**config.mk**
```make
export PLATFORM = sky130hd
export DESIGN_NAME = aes_arbiter
export DESIGN_NICKNAME = d
export VERILOG_FILES = /design/src/rtl/aes_arb_pkg.sv /design/src/rtl/aes_arb_rr.sv /design/src/rtl/aes_arbiter.sv
export SDC_FILE = /design/constraint.sdc
export NUM_CORES = 1
export LEC_CHECK = 0
export ABC_AREA = 0
export BUFFER_PORTS_ARGS = -buffer_cell sky130_fd_sc_hd__buf_4
export CAP_MARGIN = 10
export CORE_AREA = 4 4 408 410
export CTS_BUF_LIST = sky130_fd_sc_hd__clkbuf_4
export DETAILED_ROUTE_END_ITERATION = 6
export DIE_AREA = 0 0 412 414
export PLACE_DENSITY = 0.3
export SLEW_MARGIN = 15
export SYNTH_ARGS = -nofsm -noshare
export SYNTH_HDL_FRONTEND = slang
export SYNTH_SLANG_ARGS = --single-unit
```
**constraint.sdc**
```tcl
create_clock -name clk_clk -period 2.9 [get_ports clk_clk]
set_input_delay 0.58 -clock clk_clk [delete_from_list [all_inputs] [get_ports clk_clk]]
set_output_delay 0.58 -clock clk_clk [all_outputs]
set_load 0.02 [all_outputs]
```
**src/rtl/aes_arb_pkg.sv**
```systemverilog
// Shared definitions for the two-requester AES engine arbiter:
// FSM state encoding, default block/key width and owner encodings.
package aes_arb_pkg;

  typedef enum logic [1:0] {
    ST_IDLE  = 2'd0,
    ST_ISSUE = 2'd1,
    ST_WAIT  = 2'd2,
    ST_RESP  = 2'd3
  } arb_state_t;

  localparam int unsigned BLK_W_DEFAULT = 128;

  localparam logic OWNER_A = 1'b0;
  localparam logic OWNER_B = 1'b1;

endpackage

```
**src/rtl/aes_arb_rr.sv**
```systemverilog
// Two-way round-robin grant.
// Ports:
//   valid_a, valid_b : requesters with a pending job
//   owner            : last granted requester (OWNER_A / OWNER_B)
//   grant_a, grant_b : one-hot (or zero) grant; on a tie the requester
//                      that is not the current owner wins
module aes_arb_rr
  import aes_arb_pkg::*;
(
  input  logic valid_a,
  input  logic valid_b,
  input  logic owner,
  output logic grant_a,
  output logic grant_b
);

  always_comb begin
    grant_a = valid_a & (~valid_b | (owner == OWNER_B));
    grant_b = valid_b & (~valid_a | (owner == OWNER_A));
  end

endmodule

```
**src/rtl/aes_arbiter.sv**
```systemverilog
// Arbiter sharing one AES engine between requesters A and B.
// A granted job is latched into eng_block/eng_key, started with a one-cycle
// eng_start pulse, and the engine result is returned on rsp_data to the
// owning requester, held until that requester consumes it.
// Ports:
//   clk_clk, reset_reset_n         : clock, async active-low reset
//   req_{a,b}_valid/ready/block/key: job request handshakes and operands
//   rsp_{a,b}_valid/ready          : per-owner response handshakes
//   rsp_data, rsp_err              : shared result, watchdog abort flag
//   eng_start, eng_block, eng_key  : engine command
//   eng_done, eng_result           : engine completion
//   busy, owner                    : not-idle flag, last granted requester
// Optional feature: define AES_ARB_TIMEOUT_EN to enable the engine watchdog
// (abort after TIMEOUT_CYCLES cycles from eng_start, rsp_err=1, rsp_data=0).
module aes_arbiter
  import aes_arb_pkg::*;
#(
  parameter int unsigned TIMEOUT_CYCLES = 255,
  parameter int unsigned BLK_W          = BLK_W_DEFAULT
) (
  input  logic             clk_clk,
  input  logic             reset_reset_n,
  input  logic             req_a_valid,
  output logic             req_a_ready,
  input  logic [BLK_W-1:0] req_a_block,
  input  logic [BLK_W-1:0] req_a_key,
  input  logic             req_b_valid,
  output logic             req_b_ready,
  input  logic [BLK_W-1:0] req_b_block,
  input  logic [BLK_W-1:0] req_b_key,
  output logic             rsp_a_valid,
  input  logic             rsp_a_ready,
  output logic             rsp_b_valid,
  input  logic             rsp_b_ready,
  output logic [BLK_W-1:0] rsp_data,
  output logic             rsp_err,
  output logic             eng_start,
  output logic [BLK_W-1:0] eng_block,
  output logic [BLK_W-1:0] eng_key,
  input  logic             eng_done,
  input  logic [BLK_W-1:0] eng_result,
  output logic             busy,
  output logic             owner
);

  if (TIMEOUT_CYCLES < 2) begin : g_tmo_check
    $error("aes_arbiter: TIMEOUT_CYCLES must be at least 2");
  end

  arb_state_t       state_q, state_d;
  logic             owner_q;
  logic [BLK_W-1:0] eng_block_q, eng_key_q, rsp_data_q;
  logic             grant_a, grant_b;
  logic             accept_a, accept_b;
  logic             rsp_hs;
  logic             done_in_wait;
  logic             timeout_hit;

  aes_arb_rr u_rr (
    .valid_a (req_a_valid),
    .valid_b (req_b_valid),
    .owner   (owner_q),
    .grant_a (grant_a),
    .grant_b (grant_b)
  );

  assign req_a_ready  = (state_q == ST_IDLE) & grant_a;
  assign req_b_ready  = (state_q == ST_IDLE) & grant_b;
  assign accept_a     = req_a_valid & req_a_ready;
  assign accept_b     = req_b_valid & req_b_ready;
  assign rsp_a_valid  = (state_q == ST_RESP) & (owner_q == OWNER_A);
  assign rsp_b_valid  = (state_q == ST_RESP) & (owner_q == OWNER_B);
  assign rsp_hs       = (rsp_a_valid & rsp_a_ready) | (rsp_b_valid & rsp_b_ready);
  assign done_in_wait = (state_q == ST_WAIT) & eng_done;
  assign eng_start    = (state_q == ST_ISSUE);
  assign busy         = (state_q != ST_IDLE);
  assign owner        = owner_q;
  assign eng_block    = eng_block_q;
  assign eng_key      = eng_key_q;
  assign rsp_data     = rsp_data_q;

`ifdef AES_ARB_TIMEOUT_EN
  localparam int unsigned CNT_W = $clog2(TIMEOUT_CYCLES + 1);

  logic [CNT_W-1:0] tmo_cnt_q;
  logic             rsp_err_q;

  // tmo_cnt_q holds the number of cycles elapsed since the eng_start cycle,
  // so the abort lands in RESP exactly TIMEOUT_CYCLES cycles after start.
  always_ff @(posedge clk_clk or negedge reset_reset_n) begin
    if (!reset_reset_n) begin
      tmo_cnt_q <= '0;
    end else if (accept_a | accept_b) begin
      tmo_cnt_q <= '0;
    end else if ((state_q == ST_ISSUE) || (state_q == ST_WAIT)) begin
      tmo_cnt_q <= tmo_cnt_q + 1'b1;
    end
  end

  // A real completion in the same cycle wins over the watchdog.
  assign timeout_hit = (state_q == ST_WAIT) & ~eng_done &
                       (tmo_cnt_q == CNT_W'(TIMEOUT_CYCLES - 1));

  always_ff @(posedge clk_clk or negedge reset_reset_n) begin
    if (!reset_reset_n) begin
      rsp_err_q <= 1'b0;
    end else if (done_in_wait) begin
      rsp_err_q <= 1'b0;
    end else if (timeout_hit) begin
      rsp_err_q <= 1'b1;
    end
  end

  assign rsp_err = rsp_err_q;
`else
  assign timeout_hit = 1'b0;
  assign rsp_err     = 1'b0;
`endif

  always_ff @(posedge clk_clk or negedge reset_reset_n) begin
    if (!reset_reset_n) begin
      state_q <= ST_IDLE;
    end else begin
      state_q <= state_d;
    end
  end

  always_comb begin
    state_d = state_q;
    case (state_q)
      ST_IDLE:  if (accept_a | accept_b)        state_d = ST_ISSUE;
      ST_ISSUE:                                 state_d = ST_WAIT;
      ST_WAIT:  if (done_in_wait | timeout_hit) state_d = ST_RESP;
      ST_RESP:  if (rsp_hs)                     state_d = ST_IDLE;
      default:                                  state_d = ST_IDLE;
    endcase
  end

  // Operands are only loaded on accept, so they stay stable across the job.
  always_ff @(posedge clk_clk or negedge reset_reset_n) begin
    if (!reset_reset_n) begin
      owner_q     <= OWNER_B;
      eng_block_q <= '0;
      eng_key_q   <= '0;
    end else if (accept_a) begin
      owner_q     <= OWNER_A;
      eng_block_q <= req_a_block;
      eng_key_q   <= req_a_key;
    end else if (accept_b) begin
      owner_q     <= OWNER_B;
      eng_block_q <= req_b_block;
      eng_key_q   <= req_b_key;
    end
  end

  always_ff @(posedge clk_clk or negedge reset_reset_n) begin
    if (!reset_reset_n) begin
      rsp_data_q <= '0;
    end else if (done_in_wait) begin
      rsp_data_q <= eng_result;
    end else if (timeout_hit) begin
      rsp_data_q <= '0;
    end
  end

endmodule

```
==> results of run 1 <==
-- Yosys cell counts (all sizes together) --
cell,instances
dfrtp,386
a222oi,1
clkbuf,132
and2,1
nand2,3
o21bai,1
conb,1
mux2,129
a2bb2oi,1
nor2,259
o21ai,256
o2111ai,256
o21a,1
buf,111
dfstp,1
a31oi,256
nor2b,2
mux2i,1
inv,6
a211oi,1
ha,4
-- registers in the layout, indices dropped and copies added, names as in the netlist --
| name | flops |
|---|---|
| rsp_data | 128 |
| eng_block | 128 |
| owner | 1 |
| eng_key | 128 |
| state_q | 2 |
-- metrics by stage --
stage / area, µm² / utilization, %
3_3_place_gp: 29200 / 18.0
3_5_place_dp: 29200 / 18.0
5_1_grt: 37700 / 23.2
4_1_cts: 37600 / 23.2
2_1_floorplan: 18500 / -
6_report: 37700 / 23.2
-- per-layer routing --
metal  track usage (%)  vias up  wire length, µm
met2              27.0      844            68700
li1                  -    10460                -
met4              4.58        4             3500
met3              4.24      182             9610
met1              17.8    11527            54100
met5                 0        -               25
-- worst max-delay path by stage --
stage | slack, ps | end | start | cells past startpoint
2_1_floorplan | 790 | req_b_ready | state_q[0]$_DFFE_PN0P_ | 6
3_3_place_gp | 590 | eng_key[94]$_DFFE_PN0P_ | owner$_DFFE_PN1P_ | 4
3_5_place_dp | 570 | eng_key[94]$_DFFE_PN0P_ | owner$_DFFE_PN1P_ | 4
4_1_cts | -60 | req_a_ready | state_q[1]$_DFFE_PN0P_ | 5
5_1_grt | -70 | req_b_ready | state_q[1]$_DFFE_PN0P_ | 5
6_report | 110 | eng_key[77]$_DFFE_PN0P_ | owner$_DFFE_PN1P_ | 8
-- kinds of logic (layout without fill, tap and decap cells) --
| kind of cell | count (synthesis) | after routing | share of synthesized area, % |
|---|---|---|---|
| AO/OA/AOI/OAI | 773 | 773 | 28.0 |
| flip-flops | 387 | 387 | 52.4 |
| other | 1 | 18 | 0.0203 |
| adder cells (fa/ha/maj) | 4 | 4 | 0.271 |
| multiplexers | 130 | 130 | 7.92 |
| AND/OR/NAND/NOR | 265 | 265 | 5.45 |
| buffers and inverters | 249 | 2027 | 5.96 |
-- worst max-delay path, delay by kind of cell (launching register included) --
kind | cells | cell delay, ps
AND/OR/NAND/NOR | 1 | 70
buffers and inverters | 5 | 1440
flip-flops | 1 | 700
AO/OA/AOI/OAI | 2 | 290
-- power breakdown --
part / internal, mW / switching, mW / total (mW)
clock network: 3.17 / 3.04 / 6.21
logic: 10.6 / 12.5 / 23.1
registers: 8.18 / 1.77 / 9.95
-- placed cells by master (no fill, tap or decap), types with 2 or more instances in the layout --
cell / netlist / routed
bufinv_16: 0 / 3
inv_8: 0 / 3
clkinvlp_4: 0 / 2
clkbuf_4: 0 / 183
buf_16: 0 / 3
a31oi_1: 256 / 256
buf_6: 0 / 5
o21ai_0: 256 / 255
mux2_1: 129 / 129
clkinv_1: 0 / 13
buf_4: 12 / 1109
o2111ai_1: 256 / 256
inv_2: 2 / 3
clkinv_4: 0 / 3
inv_1: 4 / 2
ha_1: 4 / 2
buf_12: 0 / 37
inv_6: 0 / 5
dfrtp_1: 386 / 386
nor2_1: 259 / 258
buf_8: 0 / 2
bufbuf_16: 0 / 3
diode_2: 0 / 17
dlygate4sd3_1: 0 / 651
-- area by class of cell --
| cell class | instances | share of cell area, % |
|---|---|---|
| inverter | 6 | 0.0996 |
| antenna | 17 | 0.113 |
| sequential | 387 | 25.7 |
| clock inverter | 28 | 0.634 |
| timing repair buffer | 1810 | 42.0 |
| clock buffer | 183 | 3.64 |
| multi-input combinational | 1173 | 20.6 |
| tap | 2175 | 7.22 |
-- repair_timing --
item	4_1_cts	5_1_grt
buffers inserted	14	2
gates cloned	4	0
endpoints found under the hold margin	685	0
gates resized for setup	13	5
endpoints found under the setup margin	6	39
hold buffers	652	0
pin swaps	2	1
==> out/results.md, run 1 <==
| Result | This run | Unit |
| --- | --- | --- |
| Global-route usage over all layers | 15.3 | % |
| Post-route clock period utilization | 96.4 | % |
| Register area share after synthesis | 52.4 | % |
| Area of the die | 0.171 | mm² |
| Reg2reg setup slack | 110 | ps |
| Actual slew at the worst max-slew pin | 881 | ps |
| Number of iterations in the first detailed-routing pass | 5 | - |
| Least setup slack across all paths after layout | 105 | ps |
| Final Critical Period | 2790 | ps |
| Cell count of the worst hold path | 3 | - |
| Post-Place Setup Slack | 574 | ps |
| Yosys warning count | 0 | - |
| CTS Root Cell | clkbuf_4 | - |
| H-tree depth | 4 | - |
| Startpoint type of the worst setup path | flop | - |
| Dominant cells by area after synthesis | dfrtp_1 52%, o2111ai_1 12%, a31oi_1 8.7%, mux2_1 7.9%, o21ai_0 6.9% | - |
| Overall die height | 414 | µm |
| Core Region | 0.162 | mm² |
| Placer congestion estimate | 0.804 | - |
| Sequential cell area | 0.00969 | mm² |
| Setup repair after global routing missed its margin | yes | - |
| Delay contributed by the slowest stage of the critical path | 700 | ps |
| Power Dens Cells | 1040 | mW/mm² |
| Number of routed nets with antenna violations | 0 | - |
| First DRT Iteration DRCs | 1324 | - |
| Number of storage elements in the synthesis netlist | 387 | - |
| Share of cells above drive strength 1 | 38.2 | % |
| Worst path arrival time | 3670 | ps |
| Worst hold start | eng_result[36] | - |
| Critical path class | flop to flop | - |
| Maximum fanout along the worst path | 68 | - |
| Setup Viol. Count Final | 0 | - |
| Maximum resistive drop on vdd | 650 | µV |
| Die Width | 412 | µm |
| Synth Instances | 1809 | - |
| Routed vias | 23017 | - |
| Grt ovf | 0 | - |
| Portion of synthesized cell area occupied by the leading cell type | 52.3 | % |
| TritonCTS Buffers | 135 | - |
| Post-route DRC violation count | 0 | - |
| Number of filler instances in the final layout | 17920 | - |
| Relative area change from synthesis to final layout | 104 | % |
| Syn Nets | 2460 | - |
| Hold WC Path Type | input pin to flop | - |
| Initial Util | 11.4 | % |
| Clock Skew | 99.7 | ps |
| Capture instance of the worst register-to-register path | eng_key[77]$_DFFE_PN0P_ | - |
| Clk sink count | 387 | - |
| FP Rows | 148 | - |
| Design Power | 39.2 | mW |
| Final number of max-transition violations | 0 | - |
| Post-DP HPWL | 97700 | µm |
| Hold Worst Slack | 285 | ps |
| Register clock-pin slew on the reported worst setup and hold paths | 60 | ps |
| Library cell occupying the most area in the post-synthesis netlist | dfrtp_1 | - |
| Total routed wirelength | 136000 | µm |
| Max Clock Freq | 358 | MHz |
| Leakage power total | 15.5 | nW |
| Max stage delay cell, worst path | dfstp_4 | - |
| Synth cell types | 26 | - |
| Data required, critical path | 3770 | ps |
| Max_slew headroom | 40.7 | % |
| Critical path endpoint category | flop | - |
| Total Negative Setup Slacks | 0 | ps |
| Hold violation count in the final report | 0 | - |
| Pin count of the biggest net entering global routing | 104 | - |
| Initial antenna violation count | 22 | - |
| I/O pin count | 1039 | - |
| Max-cap violations | 0 | - |
| Post-DR vias/cell | 3.98 | - |
| CTS tree | yes | - |
| Post-synthesis instance area | 0.0185 | mm² |
| Number of nets in the finished design | 4164 | - |
| Global-route wire length before repair | 189000 | µm |
| Worst skew pair latency | 1060 | ps |
| Number of placed cells counting well taps | 4880 | - |
| Wire per inst | 23.5 | µm |
| R2r worst-path depth | 8 | - |
| Vias in the first global route | 24702 | - |
| Count of input and output buffers | 1037 | - |
| Cell type with the highest occurrence count on the critical path | buf_4 | - |
| Source of the worst register-to-register timing path | owner$_DFFE_PN1P_ | - |
| Average instance area after synthesis | 10.2 | µm² |
| Clk buf depth | 3 | - |
| Area of combinational cells with multiple inputs | 0.00775 | mm² |
| Hold Crit Endpoint | rsp_data[36]$_DFFE_PN0P_ | - |
| Status | finished, final reports clean | - |
| Series of cell instances along the critical path | nor2b_4, buf_4, buf_4, buf_12, buf_6, o21ai_0, a31oi_1, dlygate4sd3_1 | - |
| Number of standard cells in the layout, taps in and fillers out | 5779 | - |
No activity file was read; power rests on OpenSTA's default activity.
==> run 2: changes to the inputs <==
- CORE_AREA: 4 4 408 410 -> 4 4 398 400
- DIE_AREA: 0 0 412 414 -> 0 0 402 404
- SYNTH_HIERARCHICAL: not set -> 1
==> run 2 against run 1 <==
Count of clock-buffer cells in the layout increased by 10; total power is 22% lower; synthesized cell count down 22%; core utilization decreased by 0.20 points; final cell count fell by 6.8%; via count down 22%; hold slack got worse by 11 ps; routed wire length shrank 24%; synthesized area decreased by 8.7%; flip-flop and latch count unchanged; non-clock buffer count shrank 46.
==> out/results.md, run 2 <==
| Result | This run | Unit |
| --- | --- | --- |
| Global-route usage over all layers | 12.4 | % |
| Clock Skew | 49.4 | ps |
| Adder and majority gate portion of the synthesized area | 0.371 | % |
| Routed vias | 18057 | - |
| Number of storage elements in the synthesis netlist | 387 | - |
| Delay contributed by the slowest stage of the critical path | 370 | ps |
| Synth cell types | 25 | - |
| Library cell occupying the most area in the post-synthesis netlist | dfrtp_1 | - |
| Number of filler instances in the final layout | 17045 | - |
| Pin count of the biggest net entering global routing | 93 | - |
| Portion of synthesized cell area occupied by the leading cell type | 57.3 | % |
| Actual slew at the worst max-slew pin | 735 | ps |
| Worst path arrival time | 2100 | ps |
| Post-synth EDFFs | 0 | - |
| Status | finished, final reports clean | - |
| Least setup slack across all paths after layout | 221 | ps |
| Post-route clock period utilization | 92.4 | % |
| Setup repair after global routing missed its margin | yes | - |
| Count of input and output buffers | 1037 | - |
| Max Clock Freq | 373 | MHz |
| Critical path endpoint category | primary output | - |
| Placer congestion estimate | 0.751 | - |
| Portion of netlist area occupied by mux cells | 23.8 | % |
| Global-route wire length before repair | 145000 | µm |
| Setup Viol. Count Final | 0 | - |
| Post-route DRC violation count | 0 | - |
| Series of cell instances along the critical path | buf_4, a21boi_0, and2_4, buf_8 | - |
| Most used standard cells in the synthesized netlist | 386 x dfrtp_1, 259 x nand2_1, 256 x mux2i_1 | - |
| Leakage power total | 18.2 | nW |
| Register clock-pin slew on the reported worst setup and hold paths | 60 | ps |
| Worst skew pair latency | 990 | ps |
| Max stage delay cell, worst path | dfstp_2 | - |
| First DRT Iteration DRCs | 509 | - |
| Maximum resistive drop on vdd | 349 | µV |
| Dominant cells by area after synthesis | dfrtp_1 57%, mux2i_1 15%, mux2_2 8.6%, nand2_1 5.8%, o21ai_0 5.3% | - |
| Yosys warning count | 6 | - |
| Share of cells above drive strength 1 | 44.4 | % |
| Critical path class | flop to primary output | - |
| CTS Root Cell | clkbuf_4 | - |
| H-tree depth | 4 | - |
| TritonCTS Buffers | 138 | - |
| Proportion of register bits with asynchronous set or reset after synthesis | 100 | % |
| Synth Instances | 1412 | - |
| Post-DR vias/cell | 3.35 | - |
| Number of standard cells in the layout, taps in and fillers out | 5388 | - |
| Number of routed nets with antenna violations | 0 | - |
| Clk sink count | 387 | - |
| Overall die height | 404 | µm |
| Design Power | 30.4 | mW |
| Hold WC Path Type | input pin to flop | - |
| Wire per inst | 19.2 | µm |
| Register area share after synthesis | 57.4 | % |
| Post-synthesis instance area | 0.0169 | mm² |
| Die Width | 402 | µm |
| Final Critical Period | 2680 | ps |
| Average instance area after synthesis | 11.9 | µm² |
| Max-cap violations | 0 | - |
| Final number of max-transition violations | 0 | - |
| Syn Nets | 2064 | - |
| Area of the die | 0.162 | mm² |
| Maximum fanout along the worst path | 3 | - |
| Number of nets in the finished design | 3869 | - |
| Clk buf depth | 3 | - |
| Largest family of logic cells by synthesized area | multiplexers | - |
| Core Region | 0.155 | mm² |
| Grt ovf | 0 | - |
| Number of iterations in the first detailed-routing pass | 5 | - |
| Post-Place Setup Slack | 450 | ps |
| Relative area change from synthesis to final layout | 112 | % |
| Synth Area in XOR/XNOR | 0 | % |
| CTS tree | yes | - |
| Ys flop type | dfrtp_1 | - |
| Fraction of the mapped netlist area in compound gates | 7.98 | % |
| Total routed wirelength | 104000 | µm |
| Post-DP HPWL | 81200 | µm |
| FP Rows | 145 | - |
| Max_slew headroom | 51.0 | % |
| Number of placed cells counting well taps | 4471 | - |
| Initial antenna violation count | 35 | - |
| Post-synthesis share of cell area spent on and, or, nand and nor gates | 6.06 | % |
| Vias in the first global route | 19992 | - |
| I/O pin count | 1039 | - |
| Leading cell types in the layout, fill and taps excluded | 1081 x buf_4, 650 x dlygate4sd3_1, 385 x dfrtp_1 | - |
| Startpoint type of the worst setup path | flop | - |
| Leading cell type in the layout, fill and taps excluded | buf_4 | - |
| Data required, critical path | 2320 | ps |
| Power Dens Cells | 850 | mW/mm² |
| Initial Util | 10.9 | % |
| Hold violation count in the final report | 0 | - |
| Dominant cell by count in the synthesized netlist | dfrtp_1 | - |
[run 2: report_power, final]
group / total [mW] / switching, mW / internal [mW]
Combinational: 14.7 / 7.94 / 6.79
Clock: 6.17 / 2.94 / 3.23
Sequential: 9.50 / 1.55 / 7.94
Total: 30.4 / 12.4 / 18.0
[run 2: path summary, 6_finish.rpt]
path	start	to	slack, ps	depth (start not counted)
setup reg to reg	state_q[0]$_DFFE_PN0P_	eng_key[54]$_DFFE_PN0P_	220	11
min in group asynchronous	reset_reset_n	rsp_data[3]$_DFFE_PN0P_	730	3
hold reg to reg	eng_block[125]$_DFFE_PN0P_	eng_block[125]$_DFFE_PN0P_	480	2
setup / recovery	owner$_DFFE_PN1P_	req_b_ready	220	4
hold / removal	eng_done	rsp_data[122]$_DFFE_PN0P_	270	3
max in group asynchronous	reset_reset_n	eng_block[12]$_DFFE_PN0P_	1210	4
[run 2: kinds of logic (layout without fill, tap and decap cells)]
group	after synthesis	in the layout
buf+inv	104	1997
fa+ha+maj	5	5
mux	385	385
flops	387	387
simple gates	265	265
compound gates	265	265
other cells	1	26
[run 2: repair_timing]
item / CTS / global route
setup endpoints to repair: 5 / 97
setup buffers: 6 / 8
resized for setup: 13 / 6
hold buffers: 650 / 0
pin swaps: 2 / 2
hold endpoints to repair: 655 / 0
[run 2: routing by layer]
| metal | share of wire (%) | global-route usage, % |
|---|---|---|
| met5 | 0.041 | 0 |
| met4 | 3.0 | 5.04 |
| met3 | 7.7 | 4.59 |
| met2 | 51 | 21.9 |
| met1 | 38 | 13.3 |
[run 2: through the flow]
stage	hold WS (ps)	TNS, ps	area (µm²)	util, %
final	274	0	35700	23.0
after global routing	86.0	-176	35700	23.0
after CTS	22.0	-195	35600	22.9
after floorplan	284	0	16900	-
after global placement	464	0	27300	17.6
after detailed placement	471	0	27300	17.6
[run 2: worst max-delay path, delay by kind of cell, from the launching register on]
kind                   cells  cell delay (ps)
DFF                        1              370
AOI/OAI and AO/OA          1              270
and+or+nand+nor            1              220
buffers and inverters      2              250
[run 2: layout make-up]
class                           count  area, µm²  area share (%)
Inverter                            5       18.8          0.0525
Timing Repair Buffer             1764      15200            42.6
Clock inverter                     35        226           0.634
Sequential cell                   387       9690            27.1
Clock buffer                      193       1450            4.05
Tap cell                         2058       2570            7.20
Antenna cell                       25       62.6           0.175
Multi-Input combinational cell    921       6490            18.2
==> run 3: changes to the inputs <==
- CORE_AREA: 4 4 398 400 -> 4 4 397 399
- DIE_AREA: 0 0 402 404 -> 0 0 401 403
==> run 3 against run 2 <==
Non-clock buffer count up 1; register-to-register slack worse by 50 ps; die area down 0.50%; maximum frequency down 1.7%; setup slack worse by 46 ps; count of clock-buffer cells in the layout down 2; final cell count down 0.58%; total power about the same; combinational power about the same; sequential share of layout area up 0.12 points; largest cell class unchanged.
==> out/results.md, run 3 (synthesized netlist as in run 2, its figures left out) <==
| Result | This run | Unit |
| --- | --- | --- |
| Max_slew headroom | 53.5 | % |
| Grt ovf | 0 | - |
| Hold Worst Slack | 316 | ps |
| Number of nets in the finished design | 3868 | - |
| Max Clock Freq | 367 | MHz |
| Post-DR vias/cell | 3.35 | - |
| TritonCTS Buffers | 136 | - |
| Hold WC Path Type | input pin to flop | - |
| Post-route clock period utilization | 94.0 | % |
| Actual slew at the worst max-slew pin | 698 | ps |
| Least setup slack across all paths after layout | 175 | ps |
| Clock Skew | 73.0 | ps |
| Status | finished, final reports clean | - |
| Number of routed nets with antenna violations | 0 | - |
| Hold violation count in the final report | 0 | - |
| Area of the die | 0.162 | mm² |
| Setup Viol. Count Final | 0 | - |
| I/O pin count | 1039 | - |
| Leading cell type in the layout, fill and taps excluded | buf_4 | - |
| Max-cap violations | 0 | - |
| Final number of max-transition violations | 0 | - |
| Register clock-pin slew on the reported worst setup and hold paths | 80 | ps |
| Global-route wire length before repair | 148000 | µm |
| Placer congestion estimate | 0.762 | - |
| Wire per inst | 19.6 | µm |
| CTS tree | yes | - |
| Total routed wirelength | 105000 | µm |
| Leakage power total | 18.2 | nW |
| Number of filler instances in the final layout | 16970 | - |
| CTS Root Cell | clkbuf_4 | - |
| Leading cell types in the layout, fill and taps excluded | 1092 x buf_4, 650 x dlygate4sd3_1, 386 x dfrtp_1 | - |
| Worst setup path start | state_q[1]$_DFFE_PN0P_ | - |
| H-tree depth | 4 | - |
| Core Region | 0.154 | mm² |
| Design Power | 30.4 | mW |
| Clk sink count | 387 | - |
| Maximum resistive drop on vdd | 370 | µV |
| Maximum fanout along the worst path | 25 | - |
| Core utilization of the finished layout | 23.1 | % |
| Routed vias | 17966 | - |
| Worst path arrival time | 3550 | ps |
| Post-Place Setup Slack | 493 | ps |
| Vias in the first global route | 20239 | - |
| First DRT Iteration DRCs | 509 | - |
| Worst hold start | eng_done | - |
| Die Width | 401 | µm |
| Data required, critical path | 3720 | ps |
| FP Rows | 144 | - |
| Global-route usage over all layers | 12.6 | % |
| Post-DP HPWL | 83700 | µm |
| Worst skew pair latency | 1010 | ps |
| Final Critical Period | 2730 | ps |
| Share of cells above drive strength 1 | 44.3 | % |
| Power Dens Cells | 854 | mW/mm² |
| Overall die height | 403 | µm |
| Startpoint type of the worst setup path | flop | - |
| Critical path class | flop to flop | - |
| Relative area change from synthesis to final layout | 111 | % |
| Post-route DRC violation count | 0 | - |
| Pin count of the biggest net entering global routing | 83 | - |
| Critical path endpoint category | flop | - |
| Source of the worst register-to-register timing path | state_q[1]$_DFFE_PN0P_ | - |
| Count of input and output buffers | 1037 | - |
| Initial antenna violation count | 19 | - |
| Initial Util | 11.0 | % |
| Number of iterations in the first detailed-routing pass | 4 | - |
| Clk buf depth | 3 | - |
[run 3: final timing paths]
check                                             to  slack, ps  cells after the start
max in group asynchronous   rsp_data[73]$_DFFE_PN0P_       1120                      4
setup / recovery             eng_key[94]$_DFFE_PN0P_        170                     10
setup reg to reg             eng_key[94]$_DFFE_PN0P_        170                     10
hold / removal             rsp_data[108]$_DFFE_PN0P_        320                      3
hold reg to reg              eng_key[83]$_DFFE_PN0P_        480                      2
min in group asynchronous  eng_block[61]$_DFFE_PN0P_        760                      3
[run 3: layer usage]
metal,part of all wire (%),track usage [%],vias up
met2,55,24.2,658
li1,-,-,8587
met1,36,12.8,8552
met5,0.060,0,-
met3,7.5,4.71,159
met4,2.0,3.19,10
[run 3: area by class of cell]
| class | count | area (µm²) | share of cell area (%) |
|---|---|---|---|
| inverters | 5 | 18.8 | 0.0528 |
| repair buffers | 1765 | 15100 | 42.6 |
| clock buffers | 191 | 1430 | 4.03 |
| well taps | 2044 | 2560 | 7.19 |
| diodes | 12 | 30.0 | 0.0844 |
| flip-flops and latches | 387 | 9690 | 27.2 |
| clock inverters | 32 | 211 | 0.594 |
| multi-input cells | 921 | 6490 | 18.2 |
[run 3: metrics by stage]
stage	area (µm²)	cells	TNS (ps)
global route	35600	5357	-42.0
detailed placement	27300	4464	0
global placement	27300	4464	0
floorplan	16900	1412	0
CTS	35500	5340	0
finish	35600	5357	0
[run 3: timing repair]
action | 4_1_cts | 5_1_grt
pin swaps | 1 | 1
setup endpoints to repair | 3 | 48
hold buffers | 650 | 0
buffers inserted | 3 | 5
gates resized for setup | 5 | 3
hold endpoints to repair | 716 | 0
[run 3: report_power, final]
group	total [mW]	internal [mW]	switching [mW]
clock network	6.02	3.12	2.90
logic	14.9	6.81	8.06
registers	9.50	7.94	1.56
total	30.4	17.9	12.5
[run 3: critical path, cell delays in order (launching register included)]
cell,delay (ps)
dfrtp_1,420
inv_1,110
ha_4,210
and2_4,170
buf_4,150
nand2_8,170
buf_16,220
buf_4,210
mux2i_1,180
dlygate4sd3_1,570
o21ai_0,80
